==> src/rtl/led_pattern_sequencer.sv <==
// LED pattern sequencer: a prescaled step tick advances an 8-bit pattern
// (blink, rotate-left, bounce or binary count), and a small PWM stage
// scales brightness before the registered LED outputs.
module led_pattern_sequencer #(
   parameter int TICK_DIV = 12500000,
   parameter int PWM_BITS = 4
) (
   input  logic                CLK50MHz,
   input  logic                RST_N,
   input  logic [1:0]          MODE,
   input  logic                PAUSE,
   input  logic [PWM_BITS-1:0] BRIGHT,
   output logic [7:0]          LED,
   output logic                STEP
);

   typedef enum logic [1:0] {
      MODE_BLINK  = 2'b00,
      MODE_ROTATE = 2'b01,
      MODE_BOUNCE = 2'b10,
      MODE_COUNT  = 2'b11
   } mode_t;

   typedef enum logic {
      DIR_LEFT  = 1'b0,
      DIR_RIGHT = 1'b1
   } dir_t;

   localparam int PRE_W = (TICK_DIV > 1) ? $clog2(TICK_DIV) : 1;
   localparam logic [PRE_W-1:0] PRE_LAST = PRE_W'(TICK_DIV - 1);

   logic [PRE_W-1:0]    prescaler;
   logic                tick;
   logic [PWM_BITS-1:0] pwm_cnt;
   logic                en;
   logic [7:0]          pattern;
   logic [7:0]          pattern_next;
   mode_t               mode_in;
   mode_t               mode_q;
   mode_t               mode_next;
   dir_t                dir;
   dir_t                dir_next;

   assign mode_in = mode_t'(MODE);

   // A paused prescaler holds its count, so a tick suppressed by PAUSE in the
   // terminal cycle is simply deferred to the first unpaused terminal cycle.
   assign tick = (prescaler == PRE_LAST) && !PAUSE;

   // Full-scale BRIGHT is forced fully on rather than 15/16 duty.
   assign en = (BRIGHT == {PWM_BITS{1'b1}}) || (pwm_cnt < BRIGHT);

   // Prescaler: counts 0..TICK_DIV-1 and wraps, frozen while paused.
   always_ff @(posedge CLK50MHz or negedge RST_N) begin
      if (!RST_N) begin
         prescaler <= '0;
      end else if (!PAUSE) begin
         if (prescaler == PRE_LAST) begin
            prescaler <= '0;
         end else begin
            prescaler <= prescaler + PRE_W'(1);
         end
      end
   end

   // PWM counter free-runs every clock, independent of PAUSE.
   always_ff @(posedge CLK50MHz or negedge RST_N) begin
      if (!RST_N) begin
         pwm_cnt <= '0;
      end else begin
         pwm_cnt <= pwm_cnt + PWM_BITS'(1);
      end
   end

   // Pattern state register: pattern, latched mode and bounce direction.
   always_ff @(posedge CLK50MHz or negedge RST_N) begin
      if (!RST_N) begin
         pattern <= 8'h00;
         mode_q  <= MODE_BLINK;
         dir     <= DIR_LEFT;
      end else begin
         pattern <= pattern_next;
         mode_q  <= mode_next;
         dir     <= dir_next;
      end
   end

   // Next-state logic: on a tick, a new MODE loads its starting pattern
   // (no advance that step); otherwise the pattern advances per mode_q.
   always_comb begin
      pattern_next = pattern;
      mode_next    = mode_q;
      dir_next     = dir;
      if (tick) begin
         if (mode_in != mode_q) begin
            mode_next = mode_in;
            case (mode_in)
               MODE_BLINK:  pattern_next = 8'hFF;
               MODE_ROTATE: pattern_next = 8'h01;
               MODE_BOUNCE: begin
                  pattern_next = 8'h01;
                  dir_next     = DIR_LEFT;
               end
               MODE_COUNT:  pattern_next = 8'h00;
               default:     pattern_next = pattern;
            endcase
         end else begin
            case (mode_q)
               MODE_BLINK:  pattern_next = ~pattern;
               MODE_ROTATE: pattern_next = {pattern[6:0], pattern[7]};
               MODE_BOUNCE: begin
                  if (dir == DIR_LEFT) begin
                     if (pattern[7]) begin
                        dir_next     = DIR_RIGHT;
                        pattern_next = pattern >> 1;
                     end else begin
                        pattern_next = pattern << 1;
                     end
                  end else begin
                     if (pattern[0]) begin
                        dir_next     = DIR_LEFT;
                        pattern_next = pattern << 1;
                     end else begin
                        pattern_next = pattern >> 1;
                     end
                  end
               end
               MODE_COUNT:  pattern_next = pattern + 8'd1;
               default:     pattern_next = pattern;
            endcase
         end
      end
   end

   // Registered outputs: STEP marks the update cycle, LED follows one clock
   // later with the PWM gate applied.
   always_ff @(posedge CLK50MHz or negedge RST_N) begin
      if (!RST_N) begin
         LED  <= 8'h00;
         STEP <= 1'b0;
      end else begin
         LED  <= pattern & {8{en}};
         STEP <= tick;
      end
   end

endmodule

==> config.mk <==
export PLATFORM = sky130hd
export DESIGN_NAME = led_pattern_sequencer
export DESIGN_NICKNAME = d
export VERILOG_FILES = /design/src/rtl/led_pattern_sequencer.sv
export SDC_FILE = /design/constraint.sdc
export NUM_CORES = 1
export LEC_CHECK = 0
export CAP_MARGIN = 20
export CORE_MARGIN = 1.5
export CORE_UTILIZATION = 50
export DETAILED_ROUTE_END_ITERATION = 12
export MAX_ROUTING_LAYER = met4
export PLACE_DENSITY = 0.72
export SETUP_SLACK_MARGIN = 0.15
export SYNTH_ARGS = -nofsm -noshare
export SYNTH_HDL_FRONTEND = slang
export SYNTH_SLANG_ARGS = --single-unit
==> constraint.sdc <==
create_clock -name CLK50MHz -period 1.9 [get_ports CLK50MHz]
set_input_delay 0.38 -clock CLK50MHz [delete_from_list [all_inputs] [get_ports CLK50MHz]]
set_output_delay 0.38 -clock CLK50MHz [all_outputs]
set_load 0.02 [all_outputs]
==> impl_results.md <==
* Cell Rows at 26
* Net Count, Synth at 322
* Largest family of logic cells by synthesized area: simple AND/OR/NAND/NOR gates
* Die height at 77.32 um
* Drt wl/cell at 18.08 um
* Worst slew pin tran at 0.4611 ns
* Grt total ovfl at 0
* Vias/cell at 6.002
* CP required at 2.11 ns
* PortBufs at 17
* Critical path capture point type: flop
* CTS Buf Count at 5
* RSZ-0062 raised after global routing: true
* Syn avg cell area at 9.024 um2
* CP startpoint kind: flop
* Cell mode on critical path: buf_4
* Number of flops mapped to enable cells by yosys at 0
* Initial antenna violation count at 0
* Fmax at 509.2 MHz
* Layout cells sized above 1 at 26.65%
* Initial Util at 53.05%
* Synth top area share at 43.50%
* Num ports at 18
* Initial DRC count at 238
* Slew headroom at 69.03%
* Root Buffer: clkbuf_8
* Fin worst setup slack at -0.06370 ns
* Top_reg_cell synth: dfrtp_1
* Max-cap check violation count at 0
* CTS tree: yes
* Status: complete, but fails checks
* Vias in the first global route at 2517
* Synth Area in Simple Gates at 23.79%
* # diodes at 0
* Largest net degree at the start of global routing at 49
* Max Root-Sink Buffers at 2
* CP arrival at 2.17 ns
* H-Tree Depth at 2
* Crit-path max FO at 3
* Area leader, netlist: dfrtp_1
* Die area at 5978 um2
* Fin Clk Skew at 0.01611 ns
* Pwr Density at 634.0 nW/um2
* Synth top area cells: dfrtp_1 (43%), nor2_1 (4.6%), xnor2_1 (4.1%)
* Top-count cell post-synth: dfrtp_1
* Compound-Gate Fraction of Synth Area at 15.50%
* Xor/xnor cell area share of the yosys netlist at 7.295%
* P_leak at 1.622 nW
* Mapped cell area at 2761 um2
* 1st-pass router iterations at 5
* Detailed-route via count at 2605
* CTS Sinks at 48
* Worst-path clk slew at 0.10 ns
* Post-DRT Antenna Nets at 0
* Worst-path cell chain: buf_6, nand4_1, buf_4, nor4_1, buf_4, nand3_1, xor2_1, nor2_4
* Slew Viols, Final at 0
* Final period utilization at 103.4%
* CP delay by family, top: simple AND/OR/NAND/NOR gates
* Ys async rst share at 100.0%
* Detailed placer's ending HPWL at 4.803 mm
* Kind of critical path: flop to flop
* Final GP Congestion at 0.9534
* Final hold violation count at 0
* Slowest CP cell: dfrtp_1
* Seq/Total Area, Yosys at 43.50%
* Adder-Cell Fraction of Synth Area at 3.172%
* Area Overhead vs Synth at 33.89%
* Critical Path Max Stage Delay at 0.42 ns
* Violated checks: negative setup slack
* Min Hold Slack at 0.03536 ns
* Netlist cell types at 52
* First-pass GRT wire length at 12.24 mm
* Worst-Skew Late Latency at 0.31 ns
* Global-route usage over all layers at 26.82%
* Chip width at 77.32 um
* CORE AREA at 5205 um2
* Setup TNS Final at -0.1501 ns
* # DRC at 0
* Mux cell area share after synthesis at 1.903%
* Synth Warn # at 0
* Buf+Inv Stages, Crit Path at 3
* Post-synth top cells: dfrtp_1 (48), nor2_1 (34), a21oi_1 (17)
* Tightest Hold Check Type: input pin to asynchronous set/reset pin
* Post-route minimum period at 1.964 ns
* Final WL at 7.846 mm
* Post-synthesis register bit count at 48
* Fin nets at 379
* Worst VDD drop at 0.0004723 V
* Mapped Cells at 306
* Final setup fails at 4
-- final cells by class --
type	instances	area, um2
Clock buffer	6	82.58
Clock inverter	2	13.76
Fill cell	387	1508
Inverter	15	56.30
Multi-Input combinational cell	224	1599
Sequential cell	48	1201
Tap cell	70	87.58
Timing Repair Buffer	69	656.9
-- kinds of logic after synthesis --
kind of cell / count (synthesis)
mux: 5
flops: 48
xor+xnor: 23
compound gates: 66
fa+ha+maj: 7
simple gates: 123
buf+inv: 34
-- worst register-to-register path: stages (launching register included) --
cell,delay (ns)
dfrtp_1,0.42
buf_6,0.12
nand4_1,0.15
buf_4,0.20
nor4_1,0.36
buf_4,0.20
nand3_1,0.10
xor2_1,0.26
nor2_4,0.06
-- through the flow --
stage	instance area [um2]	total power, mW	setup slack, ns	instances	util (%)
floorplan	2764	1.429	0.1556	306	-
global placement	3308	1.623	-0.1062	419	63.56
detailed placement	3308	1.639	-0.1939	419	63.56
CTS	3542	2.307	-0.04078	432	68.05
global route	3697	2.442	-0.1328	434	71.03
finish	3697	2.344	-0.06370	434	71.03
-- sequential cells by signal, summed over array words and instances (netlist names) --
signal / flops
LED: 8
pwm_cnt: 4
dir: 1
pattern: 8
mode_q: 2
STEP: 1
prescaler: 24
-- per-layer routing --
metal	up-vias	GRT usage [%]	part of all wire [%]	wire length (um)
li1	1193	-	-	-
met1	1247	35.77	41	3231
met2	140	41.67	49	3844
met3	25	4.762	7.7	601
met4	0	8.364	2.2	169
met5	-	-	0	0
-- cells in the final DEF, fill, tap and decap left out, drive strengths merged, types with 4 or more instances in the layout --
cell type,instances
xor2,10
inv,15
and3,10
nand4,8
nor2b,5
nor3,15
nor4,5
nand3,11
clkbuf,7
o211ai,5
and2,5
o31ai,4
buf,52
xnor2,13
o21ai,15
dfrtp,48
nor2,35
clkdlybuf4s50,15
o21a,5
nand2,16
ha,7
a21oi,17
-- timing repair --
action,4_1_cts,5_1_grt
gates cloned,1,1
resized for setup,18,31
setup buffers,4,1
pin swaps,4,10
setup endpoints to repair,33,37
hold buffers,0,0
-- final timing paths --
| kind | start | end | slack [ns] | cells past startpoint |
|---|---|---|---|---|
| setup / recovery | prescaler[6] | prescaler[15] | -0.06 | 8 |
| hold reg to reg | pwm_cnt[0] | pwm_cnt[0] | 0.48 | 1 |
| max in group asynchronous | RST_N | pattern[5] | 1.63 | 2 |
| setup reg to reg | prescaler[6] | prescaler[15] | -0.06 | 8 |
| min in group CLK50MHz | pwm_cnt[0] | pwm_cnt[0] | 0.48 | 1 |
| hold / removal | RST_N | prescaler[19] | 0.04 | 2 |
-- power by group --
| group | total [mW] | switching [mW] | internal, mW | leakage (nW) |
|---|---|---|---|---|
| Clock | 0.666 | 0.367 | 0.298 | 0.0516 |
| Sequential | 1.20 | 0.101 | 1.10 | 0.612 |
| Combinational | 0.477 | 0.241 | 0.236 | 0.958 |
Note: power is estimated with default switching activity, not from simulation.
